**src/rtl/game_pkg.sv**
```systemverilog
// Shared encodings for the direction FSM and the turn sequencer:
// movement codes, shift directions, result codes and controller states.
package game_pkg;

    typedef enum logic [2:0] {
        MV_INICIO      = 3'd0,
        MV_IZQUIERDA   = 3'd1,
        MV_DERECHA     = 3'd2,
        MV_ARRIBA      = 3'd3,
        MV_ABAJO       = 3'd4,
        MV_PERDIO_GANO = 3'd5,
        MV_ESPERA      = 3'd6,
        MV_CONTROL     = 3'd7
    } movement_e;

    typedef enum logic [1:0] {
        DIR_LEFT  = 2'b00,
        DIR_RIGHT = 2'b01,
        DIR_UP    = 2'b10,
        DIR_DOWN  = 2'b11
    } dir_e;

    typedef enum logic [1:0] {
        RES_PLAYING = 2'b00,
        RES_WON     = 2'b01,
        RES_LOST    = 2'b10,
        RES_ERROR   = 2'b11
    } result_e;

    typedef enum logic [2:0] {
        ST_IDLE  = 3'd0,
        ST_SHIFT = 3'd1,
        ST_SPAWN = 3'd2,
        ST_CHECK = 3'd3,
        ST_DONE  = 3'd4,
        ST_ERR   = 3'd5
    } state_e;

    // Only the four arrow states of the direction FSM count as a move.
    function automatic logic is_dir_move(input logic [2:0] m);
        return (m >= 3'(MV_IZQUIERDA)) && (m <= 3'(MV_ABAJO));
    endfunction

    // Arrow codes 1..4 map onto shift directions 0..3 (code minus one).
    function automatic logic [1:0] move_to_dir(input logic [2:0] m);
        return m[1:0] - 2'd1;
    endfunction

endpackage

```
**src/rtl/lfsr8.sv**
```systemverilog
// Free-running 8-bit Fibonacci LFSR (taps 8,6,5,4) used to pick spawn cells.
module lfsr8 #(
    parameter logic [7:0] SEED = 8'hA5
) (
    input  logic       clk,
    input  logic       rst,
    output logic [7:0] q
);

    logic feedback;

    assign feedback = q[7] ^ q[5] ^ q[4] ^ q[3];

    always_ff @(posedge clk) begin
        if (rst) begin
            q <= SEED;
        end else begin
            q <= {q[6:0], feedback};
        end
    end

endmodule

```
**src/rtl/game_turn_ctrl.sv**
```systemverilog
// Turn sequencer: turns each direction press into shift -> spawn -> check
// handshakes with the board datapath and reports game end or errors to the FSM.
module game_turn_ctrl
    import game_pkg::*;
#(
    parameter int         TIMEOUT = 64,
    parameter int         CNT_W   = 10,
    parameter logic [7:0] SEED    = 8'hA5
) (
    input  logic             clk,
    input  logic             rst,
    input  logic [2:0]       movement,
    input  logic             shift_done,
    input  logic             shift_changed,
    input  logic             spawn_done,
    input  logic             check_done,
    input  logic             win,
    input  logic             no_moves,
    output logic             shift_start,
    output logic [1:0]       shift_dir,
    output logic             spawn_start,
    output logic [3:0]       spawn_pos,
    output logic             check_start,
    output logic             flag,
    output logic [1:0]       result,
    output logic             busy,
    output logic [CNT_W-1:0] move_count
);

    localparam int            TW       = (TIMEOUT > 1) ? $clog2(TIMEOUT) : 1;
    localparam logic [TW-1:0] TMR_LAST = TW'(TIMEOUT - 1);

    state_e           state, state_n;
    logic [TW-1:0]    tmr, tmr_n;
    logic [2:0]       prev_mv;
    logic             pend_valid, pend_valid_n;
    logic [1:0]       pend_dir, pend_dir_n;
    logic [7:0]       lfsr_q;

    logic             press;
    logic [1:0]       press_dir;
    logic             busy_st;
    logic             tmr_last;
    logic [1:0]       dir_n;
    logic [1:0]       result_n;
    logic [CNT_W-1:0] count_n;
    logic             shift_start_n, spawn_start_n, check_start_n;
    logic             spawn_entry;

    lfsr8 #(.SEED(SEED)) u_lfsr (
        .clk (clk),
        .rst (rst),
        .q   (lfsr_q)
    );

    always_comb begin
        press         = is_dir_move(movement) && (movement != prev_mv);
        press_dir     = move_to_dir(movement);
        busy_st       = (state == ST_SHIFT) || (state == ST_SPAWN) || (state == ST_CHECK);
        tmr_last      = (tmr == TMR_LAST);

        state_n       = state;
        dir_n         = shift_dir;
        result_n      = result;
        count_n       = move_count;
        pend_valid_n  = pend_valid;
        pend_dir_n    = pend_dir;

        // A press mid-turn is remembered (latest wins); in IDLE it is consumed
        // directly, in DONE/ERR it is dropped.
        if (busy_st && press) begin
            pend_valid_n = 1'b1;
            pend_dir_n   = press_dir;
        end

        case (state)
            ST_IDLE: begin
                if (pend_valid) begin
                    state_n      = ST_SHIFT;
                    dir_n        = pend_dir;
                    pend_valid_n = 1'b0;
                end else if (press) begin
                    state_n = ST_SHIFT;
                    dir_n   = press_dir;
                end
            end
            ST_SHIFT: begin
                // First cycle is the start pulse itself; a done there is stale.
                if ((tmr != '0) && shift_done) begin
                    state_n = shift_changed ? ST_SPAWN : ST_IDLE;
                end
            end
            ST_SPAWN: begin
                if (spawn_done) begin
                    state_n = ST_CHECK;
                end
            end
            ST_CHECK: begin
                if (check_done) begin
                    if (move_count != '1) begin
                        count_n = move_count + 1'b1;
                    end
                    if (win) begin
                        state_n  = ST_DONE;
                        result_n = RES_WON;
                    end else if (no_moves) begin
                        state_n  = ST_DONE;
                        result_n = RES_LOST;
                    end else begin
                        state_n = ST_IDLE;
                    end
                end
            end
            default: begin
                state_n = state;
            end
        endcase

        // A done in the final allowed cycle has already moved state_n on.
        if (busy_st && (state_n == state) && tmr_last) begin
            state_n  = ST_ERR;
            result_n = RES_ERROR;
        end

        tmr_n         = (busy_st && (state_n == state)) ? tmr + 1'b1 : '0;
        shift_start_n = (state == ST_IDLE)  && (state_n == ST_SHIFT);
        spawn_start_n = (state == ST_SHIFT) && (state_n == ST_SPAWN);
        check_start_n = (state == ST_SPAWN) && (state_n == ST_CHECK);
        spawn_entry   = spawn_start_n;
    end

    always_ff @(posedge clk) begin
        if (rst) begin
            state       <= ST_IDLE;
            tmr         <= '0;
            prev_mv     <= '0;
            pend_valid  <= 1'b0;
            pend_dir    <= '0;
            shift_start <= 1'b0;
            shift_dir   <= '0;
            spawn_start <= 1'b0;
            spawn_pos   <= '0;
            check_start <= 1'b0;
            flag        <= 1'b0;
            result      <= '0;
            busy        <= 1'b0;
            move_count  <= '0;
        end else begin
            state       <= state_n;
            tmr         <= tmr_n;
            prev_mv     <= movement;
            pend_valid  <= pend_valid_n;
            pend_dir    <= pend_dir_n;
            shift_start <= shift_start_n;
            shift_dir   <= dir_n;
            spawn_start <= spawn_start_n;
            check_start <= check_start_n;
            flag        <= (state_n == ST_DONE) || (state_n == ST_ERR);
            result      <= result_n;
            busy        <= (state_n == ST_SHIFT) || (state_n == ST_SPAWN) || (state_n == ST_CHECK);
            move_count  <= count_n;
            if (spawn_entry) begin
                spawn_pos <= lfsr_q[3:0];
            end
        end
    end

endmodule

```
**config.mk**
```make
export PLATFORM = sky130hd
export DESIGN_NAME = game_turn_ctrl
export DESIGN_NICKNAME = d
export VERILOG_FILES = /design/src/rtl/game_pkg.sv /design/src/rtl/lfsr8.sv /design/src/rtl/game_turn_ctrl.sv
export SDC_FILE = /design/constraint.sdc
export NUM_CORES = 1
export LEC_CHECK = 0
export BUFFER_PORTS_ARGS = -buffer_cell sky130_fd_sc_hd__clkbuf_2
export CAP_MARGIN = 10
export CORE_AREA = 2 2 80 59
export CTS_CLUSTER_SIZE = 12
export DETAILED_ROUTE_END_ITERATION = 10
export DIE_AREA = 0 0 82 61
export PLACE_DENSITY = 0.69
export SLEW_MARGIN = 20
export SYNTH_ARGS = -nofsm -noshare
export SYNTH_HDL_FRONTEND = slang
export SYNTH_SLANG_ARGS = --single-unit
```
**constraint.sdc**
```tcl
create_clock -name clk -period 5.79 [get_ports clk]
set_clock_uncertainty 0.1 [all_clocks]
set_input_delay 0.579 -clock clk [delete_from_list [all_inputs] [get_ports clk]]
set_output_delay 0.579 -clock clk [all_outputs]
set_load 0.02 [all_outputs]
```
### After elaboration in Yosys (flattened, before gate mapping)

Cells that the tools add are included.

* add/sub/neg operators: 3
* $lt $le $gt $ge: 2
* equal/unequal tests: 13
* muxes and demuxes: 20
* bitwise operators: 4
* reductions and logical operators: 25

Operators with widths (count)
* $mux 3: 8
* $mux 2: 8
* $eq 3x2->1 const B: 4
* $pmux 3 s4: 1
* $add 10x1->10 const B: 1
* $logic_and 1x1->1: 10
* $ne 10x10->1 const B: 1
* $add 6x1->6 const B: 1
* $eq 3x1->1 const B: 2
* $eq 3x3->1: 2
* $eq 3x3->1 const B: 2
* $eq 6x6->1 const B: 1
* $reduce_and 3->1: 2
* $reduce_bool 2->1: 3
* $reduce_bool 6->1: 1
* $logic_or 1x1->1: 5
* $ge 3x1->1 const B: 1
* $le 3x3->1 const B: 1
* $logic_not 3->1: 1
* $mux 1: 3
* $ne 3x3->1: 1
* $reduce_bool 3->1: 1
* $xor 1x1->1: 3
* $reduce_and 2->1: 1
* other kinds (3): 3

* register bits after elaboration: 46
* output and inout port bits: 23
* logic and storage cells: 82

### Logic depth before layout (Yosys ltp)

* depth after elaboration: 14
* depth in mapped cells: 7

### Hierarchy

A second synthesis with hierarchy kept.

* cells, all modules: 229
* area, all modules: 2113.3 sq um

Modules (own cells, without submodules)
* game_turn_ctrl: instances 1, cells each 210, area an instance 1876.8 sq um
* lfsr8: instances 1, cells each 19, area an instance 236.5 sq um

### Worst setup path before layout

Ideal clock, no wire load.

* path type: input -> register
* start: input port movement[1]
* end: register busy
* data arrival time: 1.935 ns
* path slack: 3.616 ns
* cell stages on the path: 7
* cell sequence: inv_1 ha_1 nor4_1 o21ba_2 nor3_1 a311oi_1 a211oi_1

* longest elaborated chain between the ends: 13

Ends and longest elaborated chain
* from (decl): RTL line game_turn_ctrl.sv:12 `input logic [2:0] movement,`
* $ge 3x1->1 / $le 3x3->1 (equally long branches): RTL line game_pkg.sv:41 `return (m >= 3'(MV_IZQUIERDA)) && (m <= 3'(MV_ABAJO));`
* $logic_and 1x1->1: RTL line game_pkg.sv:41
* $logic_and 1x1->1 *: RTL line game_turn_ctrl.sv:57 `press = is_dir_move(movement) && (movement != prev_mv);`
* $mux 3 *: RTL line game_turn_ctrl.sv:82 `end else if (press) begin`
* $mux 3 *: RTL line game_turn_ctrl.sv:78 `if (pend_valid) begin`
* $pmux 3 s4 *: RTL line game_turn_ctrl.sv:76 `case (state)`
* $eq 3x3->1: RTL line game_turn_ctrl.sv:120 `if (busy_st && (state_n == state) && tmr_last) begin`
* $logic_and 1x1->1 (2 in series): RTL line game_turn_ctrl.sv:120
* $mux 3 *: RTL line game_turn_ctrl.sv:120
* $eq 3x1->1 / $eq 3x2->1 (equally long branches): RTL line game_turn_ctrl.sv:160 `busy <= (state_n == ST_SHIFT) || (state_n == ST_SPAWN) || (state_n == ST_CHECK);`
* $logic_or 1x1->1: RTL line game_turn_ctrl.sv:160
* $logic_or 1x1->1 *: RTL line game_turn_ctrl.sv:160
* to (signal assigned): RTL line game_turn_ctrl.sv:160
* to (decl): RTL line game_turn_ctrl.sv:26 `output logic busy,`

Mark *: on every way between the ends. The rest lies on a longest branch, timed or not.
A chain may end at the register's enable or synchronous reset.

### Worst setup path after layout

Same ends and word-level chain as after synthesis.

==> impl_metrics.xml <==
<?xml version="1.0" encoding="UTF-8"?>
<metrics>
  <group name="finish">
    <metric name="final_nets" unit="">269</metric>
    <metric name="flow.area_growth_from_synthesis" unit="%">14.28</metric>
    <metric name="stdcell_count" unit="">309</metric>
    <metric name="post_route_cells_drive_above_1_share" unit="%">22.05</metric>
    <metric name="insertedDiodeCount" unit="">0</metric>
  </group>
  <group name="routing">
    <metric name="detailroute.via_count" unit="">1576</metric>
    <metric name="detail-route-antenna-nets" unit="">0</metric>
    <metric name="route.detailed.drc" unit="">0</metric>
    <metric name="drt_first_pass_iters" unit="">4</metric>
    <metric name="drt-initial-drc-count" unit="">67</metric>
    <metric name="post_drt_via_cell_ratio" unit="">5.100</metric>
    <metric name="detail_route.wirelength" unit="microns">3868</metric>
    <metric name="post_drt_wl_per_cell" unit="microns">12.52</metric>
  </group>
  <group name="critical_path">
    <metric name="worst_r2r_startpoint" unit="">tmr[0]</metric>
    <metric name="timing.setup.critical_path_class" unit="">in2reg</metric>
    <metric name="cp_cell_sequence" unit="">clkbuf_2, inv_1, ha_1, nor4_1, o21ba_2, nor3_1, a311oi_1, a211oi_1</metric>
    <metric name="reg2regPathDepth" unit="">7</metric>
    <metric name="rr_endpoint" unit="">flag</metric>
    <metric name="critical_path_required" unit="ns">5.85</metric>
    <metric name="end_kind" unit="">flip-flop</metric>
    <metric name="critPathLaunch" unit="">movement[1]</metric>
    <metric name="setup.reg_to_reg.worst_slack" unit="ns">3.72</metric>
    <metric name="timing.critical_path.fanout_max" unit="">3</metric>
    <metric name="timing.critical_path.from_type" unit="">input pin</metric>
    <metric name="arrival" unit="ns">2.36</metric>
    <metric name="critical_path.max_stage_delay" unit="ns">0.48</metric>
    <metric name="cpMaxStageDelayCell" unit="">a311oi_1</metric>
  </group>
  <group name="synthesis">
    <metric name="dominant_combinational_cell_family_by_area_after_synthesis" unit="">simple AND/OR/NAND/NOR gates</metric>
    <metric name="seq_area_frac_synth" unit="%">45.29</metric>
    <metric name="yosys.area_share.simple" unit="%">27.14</metric>
    <metric name="synth_async_sr_flop_share" unit="%">0</metric>
    <metric name="post_synth_num_cell_types" unit="">45</metric>
    <metric name="synth_fp_nets" unit="">237</metric>
    <metric name="postSynthCellCount" unit="">221</metric>
    <metric name="synth.ff_latch_count" unit="">46</metric>
    <metric name="ys.flop_type" unit="">dfxtp_1</metric>
    <metric name="ys.warnings.count" unit="">0</metric>
    <metric name="synth_adder_area_share" unit="%">3.077</metric>
    <metric name="number_of_enable_flip_flop_cells_after_synthesis" unit="">0</metric>
    <metric name="synth_area_in_compound_gates" unit="%">10.34</metric>
    <metric name="synth_area" unit="sq um">2033</metric>
    <metric name="syn_area_per_cell" unit="sq um">9.200</metric>
    <metric name="synth_xor_xnor_area_share" unit="%">7.754</metric>
    <metric name="synth.area.mux_share" unit="%">3.446</metric>
  </group>
  <group name="die">
    <metric name="core_region_area" unit="sq um">4204</metric>
    <metric name="top_level_ports" unit="">34</metric>
    <metric name="die_height" unit="microns">61</metric>
    <metric name="die_span_x" unit="microns">82</metric>
    <metric name="die_area" unit="sq um">5002</metric>
    <metric name="start_util" unit="%">48.36</metric>
    <metric name="num_rows" unit="">20</metric>
  </group>
  <group name="power">
    <metric name="total_leakage_power" unit="nW">0.9805</metric>
    <metric name="irDropWorstVdd" unit="mV">0.1684</metric>
    <metric name="cellPowerDensity" unit="nW/um^2">262.3</metric>
  </group>
  <group name="grt">
    <metric name="global_router_s_overall_resource_usage" unit="%">16.56</metric>
    <metric name="grt_pass1_wl" unit="microns">6223</metric>
    <metric name="largest_net_degree_at_the_start_of_global_routing" unit="">41</metric>
    <metric name="antenna_violations_before_repair" unit="">0</metric>
    <metric name="globalRouteOverflowTotal" unit="">0</metric>
    <metric name="grt_pass1_vias" unit="">1381</metric>
  </group>
  <group name="clock_network">
    <metric name="clock_sinks" unit="">46</metric>
    <metric name="max_root_sink_buffers" unit="">2</metric>
    <metric name="post_cts_buffers" unit="">0</metric>
    <metric name="clk_pin_slew" unit="ns">0.09</metric>
    <metric name="clock_latency" unit="ns">0.30</metric>
    <metric name="tritoncts_clock_tree" unit="">built</metric>
    <metric name="cts_max_level" unit="">2</metric>
    <metric name="number_of_hold_repair_buffers_added_at_the_cts_stage" unit="">0</metric>
    <metric name="cts_inserted_buffers" unit="">5</metric>
    <metric name="cts.repair.resized" unit="">0</metric>
    <metric name="root_buffer" unit="">clkbuf_8</metric>
  </group>
  <group name="sta">
    <metric name="period_share" unit="%">39.60</metric>
    <metric name="totalNegativeSetupSlack" unit="ns">0</metric>
    <metric name="setup-violations-final" unit="">0</metric>
    <metric name="period_minus_slack" unit="ns">2.293</metric>
    <metric name="max_slew.worst_pin.slew" unit="ns">0.7809</metric>
    <metric name="drv_slew" unit="">0</metric>
    <metric name="hold_slack" unit="ns">0.3243</metric>
    <metric name="hold_viol_final" unit="">0</metric>
    <metric name="max-slew-margin-rel" unit="%">47.94</metric>
    <metric name="unrepaired_setup_endpoints_after_global_routing" unit="">false</metric>
    <metric name="fmax" unit="GHz">0.4362</metric>
  </group>
  <group name="hold_path">
    <metric name="hold-path-endpoint" unit="">u_lfsr.q[7]</metric>
    <metric name="whs_path_depth" unit="">1</metric>
    <metric name="hp-start" unit="">u_lfsr.q[6]</metric>
    <metric name="hold_path.class" unit="">reg2reg</metric>
  </group>
  <group name="place">
    <metric name="placedCellCount" unit="">301</metric>
    <metric name="numPortBuffers" unit="">33</metric>
    <metric name="post-dp-hpwl" unit="microns">2784</metric>
    <metric name="finalWeightedCongestion" unit="">0.7529</metric>
  </group>
  <group name="status">
    <metric name="run_status" unit="">complete, no violations</metric>
  </group>
  <group name="run">
    <metric name="timing.max_cap.violations" unit="">0</metric>
  </group>
</metrics>
==> synth_stat cells (5+ instances only) <==
library cell	number	share of area [%]
nand3_1	9	2.2
mux2i_1	7	3.4
nor3_1	5	1.2
nor2b_1	8	2.5
clkbuf_1	7	1.3
dfxtp_1	46	45
nand2_1	15	2.8
xor2_1	15	6.5
and3_1	5	1.5
a21oi_1	8	2.0
or2_2	6	1.8
nor2_1	29	5.4
inv_1	7	1.3
o21ai_0	8	2.0
ha_1	5	3.1
==> state kept, by name, summed over array words and instances, names as in the netlist <==
name	count
tmr	6
spawn_start	1
spawn_pos	4
pend_dir	2
pend_valid	1
state	3
result	2
prev_mv	3
shift_start	1
busy	1
u_lfsr.q	8
flag	1
check_start	1
move_count	10
shift_dir	2
==> worst max-delay path by stage <==
stage / end / slack (ns) / cells after the start
2_1_floorplan: busy / 3.62 / 7
3_3_place_gp: shift_start / 3.31 / 8
3_5_place_dp: shift_start / 3.22 / 8
4_1_cts: shift_start / 3.54 / 8
5_1_grt: shift_start / 3.46 / 8
6_report: busy / 3.50 / 8
==> logic make-up after synthesis <==
family / after synthesis
AOI/OAI and AO/OA: 30
muxes: 7
DFF: 46
and+or+nand+nor: 100
adders and majority gates: 5
xor gates and xnor gates: 18
buffers and inverters: 15
==> final cells by class <==
| class | instances | area, sq um |
|---|---|---|
| fill | 407 | 1881 |
| multi-input combinational | 160 | 1052 |
| sequential | 46 | 920.9 |
| timing repair buffer | 33 | 165.2 |
| clock buffer | 5 | 68.82 |
| tap | 55 | 68.82 |
| inverter | 7 | 26.28 |
| clock inverter | 3 | 21.27 |
==> through the flow <==
step / power (mW) / util [%] / area [sq um] / worst slack (ns)
final: 0.6095 / 55.27 / 2323 / 3.497
after floorplan: 0.4007 / - / 2033 / 3.616
after global routing: 0.6402 / 55.27 / 2323 / 3.460
after CTS: 0.6170 / 55.27 / 2323 / 3.540
after global placement: 0.4197 / 53.13 / 2233 / 3.307
after detailed placement: 0.4210 / 53.13 / 2233 / 3.220
==> routing by layer <==
metal | vias to the layer above | global-route usage, % | wire (microns)
met2 | 35 | 24.85 | 1574
met3 | 5 | 4.613 | 212
met1 | 713 | 23.37 | 2050
li1 | 823 | - | -
met5 | - | 0 | 0
met4 | 0 | 5.000 | 30
==> where the power goes <==
group          internal, mW  switching, mW  total, mW
logic                0.0318         0.0412     0.0731
registers             0.330         0.0103      0.340
clock network        0.0849          0.111      0.196
total                 0.447          0.163      0.610
==> worst max-delay path, delay by kind of cell <==
family	cells	cell delay [ns]
adders and majority gates	1	0.18
AOI/OAI and AO/OA	3	0.85
and+or+nand+nor	2	0.56
buffers and inverters	2	0.20
==> placed cells by master, fill, tap and decap left out, types with 2 or more instances in the layout <==
| cell | count |
|---|---|
| a21oi_1 | 8 |
| a211oi_1 | 2 |
| nor2b_1 | 8 |
| and2_1 | 3 |
| nor4_1 | 2 |
| ha_1 | 5 |
| xor2_1 | 15 |
| nand2b_1 | 2 |
| nor2_1 | 29 |
| nor3_1 | 5 |
| inv_1 | 7 |
| clkbuf_2 | 33 |
| and3_1 | 5 |
| dfxtp_1 | 46 |
| xnor2_1 | 3 |
| nand3_1 | 9 |
| o21ai_0 | 8 |
| nand2_1 | 15 |
| mux2i_1 | 7 |
| o31ai_1 | 2 |
| or2_2 | 6 |
| nand4_1 | 4 |
| clkbuf_8 | 5 |
No activity file was read; power rests on OpenSTA's default activity.
